**config.mk**
```make
export PLATFORM = sky130hd
export DESIGN_NAME = ras_ckpt
export DESIGN_NICKNAME = d
export VERILOG_FILES = /design/src/rtl/ras_ckpt.sv
export SDC_FILE = /design/constraint.sdc
export NUM_CORES = 1
export LEC_CHECK = 0
export BUFFER_PORTS_ARGS = -buffer_cell sky130_fd_sc_hd__buf_4
export CAP_MARGIN = 20
export CORE_UTILIZATION = 40
export CTS_BUF_LIST = sky130_fd_sc_hd__clkbuf_4 sky130_fd_sc_hd__clkbuf_8
export DETAILED_ROUTE_END_ITERATION = 7
export GPL_TIMING_DRIVEN = 0
export HOLD_SLACK_MARGIN = 0.08
export PLACE_DENSITY = 0.64
export SETUP_SLACK_MARGIN = 0.15
export SYNTH_ARGS = -nofsm -noshare
export SYNTH_HDL_FRONTEND = slang
export SYNTH_SLANG_ARGS = --single-unit
```
**constraint.sdc**
```tcl
create_clock -name clk_i -period 20.9 [get_ports clk_i]
set_clock_uncertainty 0.05 [all_clocks]
set_input_delay 1.045 -clock clk_i [delete_from_list [all_inputs] [get_ports clk_i]]
set_output_delay 1.045 -clock clk_i [all_outputs]
set_load 0.02 [all_outputs]
```
**src/rtl/ras_ckpt.sv**
```systemverilog
// Parametrised return address stack with circular overflow, combined
// pop+push top replacement and a single-level checkpoint/restore.
module ras_ckpt #(
  parameter int unsigned  DEPTH  = 8,
  parameter int unsigned  ADDR_W = 64,
  localparam int unsigned CNT_W  = $clog2(DEPTH) + 1
) (
  input  logic              clk_i,
  input  logic              rst_i,
  input  logic              flush_i,
  input  logic              push_i,
  input  logic [ADDR_W-1:0] push_addr_i,
  input  logic              pop_i,
  input  logic              ckpt_i,
  input  logic              restore_i,
  output logic              top_valid_o,
  output logic [ADDR_W-1:0] top_addr_o,
  output logic [CNT_W-1:0]  count_o,
  output logic              ckpt_valid_o,
  output logic              overflow_o,
  output logic              underflow_o
);

  localparam int unsigned      IDX_W = $clog2(DEPTH);
  localparam logic [CNT_W-1:0] FULL  = CNT_W'(DEPTH);

  logic [IDX_W-1:0]  tos_q, tos_d;
  logic [CNT_W-1:0]  cnt_q, cnt_d;
  logic [ADDR_W-1:0] mem_q [DEPTH];

  logic [IDX_W-1:0]  ck_tos_q, ck_tos_d;
  logic [CNT_W-1:0]  ck_cnt_q, ck_cnt_d;
  logic [ADDR_W-1:0] ck_top_q, ck_top_d;
  logic              ck_valid_q, ck_valid_d;

  logic              mem_we;
  logic [IDX_W-1:0]  mem_waddr;
  logic [ADDR_W-1:0] mem_wdata;

  // Read side: top-of-stack view straight from registered state
  always_comb begin
    top_valid_o  = (cnt_q != '0);
    top_addr_o   = top_valid_o ? mem_q[tos_q] : '0;
    count_o      = cnt_q;
    ckpt_valid_o = ck_valid_q;
  end

  // Next-state: rst > flush (or restore without checkpoint) > restore > push/pop
  always_comb begin
    tos_d       = tos_q;
    cnt_d       = cnt_q;
    ck_tos_d    = ck_tos_q;
    ck_cnt_d    = ck_cnt_q;
    ck_top_d    = ck_top_q;
    ck_valid_d  = ck_valid_q;
    mem_we      = 1'b0;
    mem_waddr   = tos_q;
    mem_wdata   = push_addr_i;
    overflow_o  = 1'b0;
    underflow_o = 1'b0;

    if (rst_i) begin
      // state cleared in the flop block; no writes, no flags
    end else if (flush_i || (restore_i && !ck_valid_q)) begin
      tos_d      = '0;
      cnt_d      = '0;
      ck_valid_d = 1'b0;
    end else if (restore_i) begin
      // Only the top entry is recovered; deeper overwritten entries stay lost
      tos_d     = ck_tos_q;
      cnt_d     = ck_cnt_q;
      mem_we    = 1'b1;
      mem_waddr = ck_tos_q;
      mem_wdata = ck_top_q;
    end else begin
      if (ckpt_i) begin
        ck_tos_d   = tos_q;
        ck_cnt_d   = cnt_q;
        ck_top_d   = mem_q[tos_q];
        ck_valid_d = 1'b1;
      end
      if (push_i && pop_i && (cnt_q != '0)) begin
        mem_we    = 1'b1;
        mem_waddr = tos_q;
      end else if (push_i) begin
        // Also covers push+pop on an empty stack
        tos_d     = tos_q + 1'b1;
        mem_we    = 1'b1;
        mem_waddr = tos_q + 1'b1;
        if (cnt_q == FULL) begin
          overflow_o = 1'b1;
        end else begin
          cnt_d = cnt_q + 1'b1;
        end
      end else if (pop_i) begin
        if (cnt_q != '0) begin
          tos_d = tos_q - 1'b1;
          cnt_d = cnt_q - 1'b1;
        end else begin
          underflow_o = 1'b1;
        end
      end
    end
  end

  // Pointer, count and checkpoint registers
  always_ff @(posedge clk_i) begin
    if (rst_i) begin
      tos_q      <= '0;
      cnt_q      <= '0;
      ck_tos_q   <= '0;
      ck_cnt_q   <= '0;
      ck_top_q   <= '0;
      ck_valid_q <= 1'b0;
    end else begin
      tos_q      <= tos_d;
      cnt_q      <= cnt_d;
      ck_tos_q   <= ck_tos_d;
      ck_cnt_q   <= ck_cnt_d;
      ck_top_q   <= ck_top_d;
      ck_valid_q <= ck_valid_d;
    end
  end

  // Entry storage, single write port, not reset
  always_ff @(posedge clk_i) begin
    if (mem_we) begin
      mem_q[mem_waddr] <= mem_wdata;
    end
  end

endmodule

```
Yosys cells after proc, flatten, opt, wreduce, memory -nomap -nowiden
Memories as Yosys holds them, arrays and structs flattened. A register that Yosys moved wholly into a read port is not among the register bits.
Cells that the tools add are included.
- register bits after elaboration: 79
- memory bits (writable): 512
- input bits: 71
- output and inout bits: 72
- logic and storage cells: 71
- memories: 1
- add/sub/neg operators: 4
- equal/unequal tests: 3
- multiplexer cells: 42
- bitwise gates (word level): 2
- reductions and logical operators: 13
- memories (memory ; words ; width ; rd ports ; clocked after Yosys merged registers in ; wr ports ; line ; text):
    mem_q ; 8 ; 64 ; 1 ; 1 ; 1 ; 29 ; logic [ADDR_W-1:0] mem_q [DEPTH];
- operators by type and width (cell ; number):
    two-way mux 64 bit ; 4
    two-way mux 3 bit ; 12
    two-way mux 4 bit ; 6
    two-way mux 1 bit ; 20
    AND reduction 3 bit ; 2
    nonzero test 3 bit ; 2
    adder 4 x 1 -> 4 bit, second input constant ; 1
    equality test 4 bit, second input constant ; 1
    AND reduction 4 bit ; 1
    nonzero test 4 bit ; 1
    subtractor 4 x 1 -> 4 bit, second input constant ; 1
    adder 3 x 1 -> 3 bit, second input constant ; 1
    logical AND 1 bit ; 3
    inequality test 3 bit, second input constant ; 1
    subtractor 3 x 1 -> 3 bit, second input constant ; 1
    inequality test 2 bit, second input constant ; 1
    NOT 1 bit ; 2
    AND reduction 2 bit ; 1
    OR reduction 2 bit ; 1
    logical NOT 1 bit ; 1
    logical OR 1 bit ; 1

Longest topological paths before layout
- depth in word-level cells: 8
- depth in mapped cells: 8
- mapped depth without buffers: 6

Worst setup path after synthesis
No wires, ideal clock.
- path type: input port to flip-flop
- start point: in rst_i
- end point: mem mem_q[4][0] (enable)
- arrival time: 8.311 ns
- setup slack: 11.895 ns
- stages on the path: 6
- cell sequence: clkbuf_1 > nor4bb_1 > clkbuf_1 > nor2_1 > a221o_1 > nor4_1
- word-level cells in the longest chain between the ends: 3
- RTL lines (element ; line ; text):
    start, declared ; 9 ; input logic rst_i,
    two-way mux 1 bit ; 62 ; if (rst_i) begin
    two-way mux 1 bit ; 127 ; if (mem_we) begin
    two-way mux 1 bit (implied by the code) ; 128 ; mem_q[mem_waddr] <= mem_wdata;
    end, declared ; 29 ;
Several ways; a longest one is shown, not always the timed one.

Worst setup path in the final report
- start point: in rst_i
- end point: mem mem_q[4][17] (enable)
The elaborated chain is that of the path after synthesis.

==> results.py <==
metrics = {
    "clocking": {
        "cts_resized": 0,
        "h-tree-depth": 3,
        "cts_buffer_depth": 3,
        "tritoncts": "built",
        "clk_latency_ps": 670,
        "clk_pin_slew_worst_paths_ps": 60,
        "postCtsSetupRepairBufs": 0,
        "cts.sinks": 594,
        "root_buffer": "clkbuf_8",
        "hold_buffers": 0,
        "cts_buffers": 93,
    },
    "setup_path": {
        "crit_required_ps": 21210,
        "critPathKind": "primary input to register",
        "critPathArrivalTime_ps": 4900,
        "rrSetupSlack_ps": 16870,
        "crit_fanout": 10,
        "reg2reg_depth": 8,
        "start_kind": "primary input",
        "end_kind": "register",
    },
    "place": {
        "portBuffers": 139,
        "hpwlAfterDp_um": 36870,
        "gp_congestion": 0.7887,
    },
    "power": {
        "p_seq_share_pct": 52.9,
        "p_leak_nw": 9.199,
        "netSwitchingFraction_pct": 21.51,
        "intPower_w": 0.001937,
        "switchingPower_w": 0.0005309,
        "clkPwrFrac_pct": 41.8,
        "comb_power_share_pct": 5.2,
        "power_density_mw_per_mm2": 87.30,
        "ir_drop_v": 0.00004155,
    },
    "final_layout": {
        "final_core_util_pct": 48.99,
        "drive_above_1_share_pct": 37.11,
        "num-nets-final": 1617,
        "area_growth_pct": 21.05,
    },
    "synthesis": {
        "synth_nets": 1318,
        "synth_top_area_share_pct": 65.85,
        "yosysMostFrequentCell": "edfxtp_1",
        "avgSynthCellArea_um2": 18.80,
        "synth_top_flop_cell": "edfxtp_1",
        "async_flop_share_pct": 0,
        "synth_cells": 1242,
        "synth_cell_types": 51,
        "synth_commonest_cells": "edfxtp_1 (512), nor2_1 (135), mux4_2 (128), dfxtp_1 (82)",
        "synth_edf_count": 512,
        "ys_seq_area_share_pct": 72.88,
        "syn-cell-area_mm2": 0.02335,
        "ys_ff_latch": 594,
        "yosysTopAreaCell": "edfxtp_1",
        "ys_top_cells_by_area": "edfxtp_1 (66%), mux4_2 (12%), dfxtp_1 (7.0%), mux2_2 (3.1%), mux2i_1 (3.0%)",
        "yosys_warnings": 0,
    },
    "die": {
        "io_pins": 143,
        "row_count": 88,
        "die-area_mm2": 0.05935,
        "die_y_um": 243.6,
        "coreArea_mm2": 0.05770,
        "start_util_pct": 40.47,
        "dieWidth_um": 243.6,
    },
    "routing": {
        "routed_wl_um": 54980,
        "drtAntennaViolNets": 0,
        "dr.pass1.iters": 5,
        "drc": 0,
        "post_drt_wl_per_cell_um": 23.02,
        "via_count": 12760,
        "drt_iter0_drc": 995,
        "viasPerCell": 5.344,
    },
    "sta": {
        "tns_ps": 0,
        "worst_pin_slew_ps": 1167,
        "relSlewSlack_pct": 22.21,
        "period_share_pct": 21.94,
        "max_freq_mhz": 218.1,
        "final-setup-viol-count": 0,
        "drv_slew": 0,
        "fin_crit_ps": 4586,
        "hold_viol": 0,
        "grt_setup_unrepaired": "false",
    },
    "global_routing": {
        "grt_pass1_vias": 13060,
        "grt_start_max_net_pins": 15,
        "grt_pass1_wl_um": 82080,
        "grt_overflow": 0,
        "grt_antenna_before_repair": 1,
        "grt_usage_pct": 18.67,
    },
    "job": {
        "maxCapViolCount": 0,
    },
    "min_path": {
        "hold_depth": 2,
        "min_path_type": "register to register",
    },
    "outcome": {
        "status": "finished clean",
    },
}
==> final timing paths <==
check                     from      endpoint
setup reg to reg  ckpt_valid_o  mem_q[4][17]
hold reg to reg    ck_cnt_q[0]   ck_cnt_q[0]
hold / removal     ck_cnt_q[0]   ck_cnt_q[0]
setup / recovery         rst_i  mem_q[4][17]
==> cell type report <==
class                           instances  area (um2)
Fill cell                            4832       29430
Sequential cell                       594       17020
Multi-Input combinational cell        562        6058
Timing Repair Buffer                  204        1882
Clock buffer                          152        1804
Tap cell                              765       957.2
Buffer                                 79       324.1
Clock inverter                         24       195.2
Inverter                                7       26.28
Antenna cell                            1       2.502
==> placed cells by master, fill, tap and decap left out, types with 3 or more instances in the layout <==
cell type and instances:
nor4_2 4, mux2i_1 69, dfxtp_1 82, bufinv_16 3, buf_2 22, a21oi_1 12, buf_16 13, mux4_2 128
clkinv_2 8, xnor2_1 3, clkinvlp_4 3, clkinv_1 10, o21ai_0 5, nand3_1 5, mux2_2 64, a211oi_4 4
nand2_1 18, inv_1 6, clkbuf_4 46, nor3_1 7, clkbuf_1 51, edfxtp_1 512, buf_8 8, nor2_1 135
ha_1 4, nor3b_1 3, buf_1 6, buf_4 175, clkbuf_8 106, and3_1 3, buf_6 8, a211oi_1 65
==> flip-flops by register name, indices dropped and copies added (netlist names), named ones only <==
register and cells:
ck_cnt_q 4, ck_top_q 64, ck_tos_q 3, ckpt_valid_o 1, count_o 4, mem_q 512, tos_q 3
==> stage by stage <==
stage                     total power [W]  std cells  setup slack (ps)  hold WS (ps)  instance area, um2
after floorplan                  0.001405       1242             11900         383.2               23350
after global placement           0.001456       2146              4365         396.1               25350
after detailed placement         0.001462       2211             15600         397.7               26260
after CTS                        0.002490       2387             16320         405.8               28260
after global routing             0.002549       2387             16230         429.6               28260
final                            0.002468       2388             16310         403.9               28270
==> per-layer routing <==
layer  up-vias  GRT usage (%)  share of wire, %
met5         -              0                 0
li1       5617              -                 -
met4         0          6.268               2.2
met1      6652          26.30                44
met3        79          3.503               6.2
met2       414          29.24                47
==> power groups by stage <==
| stage | combinational, W | sequential, W | clock, W |
|---|---|---|---|
| after floorplan | 0.0000738 | 0.00133 | 0 |
| after global placement | 0.000122 | 0.00133 | 0 |
| after detailed placement | 0.000131 | 0.00133 | 0 |
| after CTS | 0.000131 | 0.00131 | 0.00105 |
| after global routing | 0.000140 | 0.00131 | 0.00110 |
| final | 0.000129 | 0.00131 | 0.00103 |
==> critical path, stage by stage <==
cell and delay (ps):
buf_4 110, clkbuf_1 380, nor4bb_1 410, clkbuf_1 610
buf_2 450, a211oi_1 200, nor4_2 990, buf_4 330
buf_6 160, buf_4 190
==> cell families after synthesis <==
family / Yosys count / share of synthesized area (%)
DFF: 594 / 72.88
muxes: 261 / 18.39
and+or+nand+nor: 189 / 3.478
AOI/OAI and AO/OA: 103 / 3.306
buffers and inverters: 86 / 1.500
adders and majority gates: 5 / 0.3001
xor gates and xnor gates: 4 / 0.1501
(Power assumes the default switching activity.)
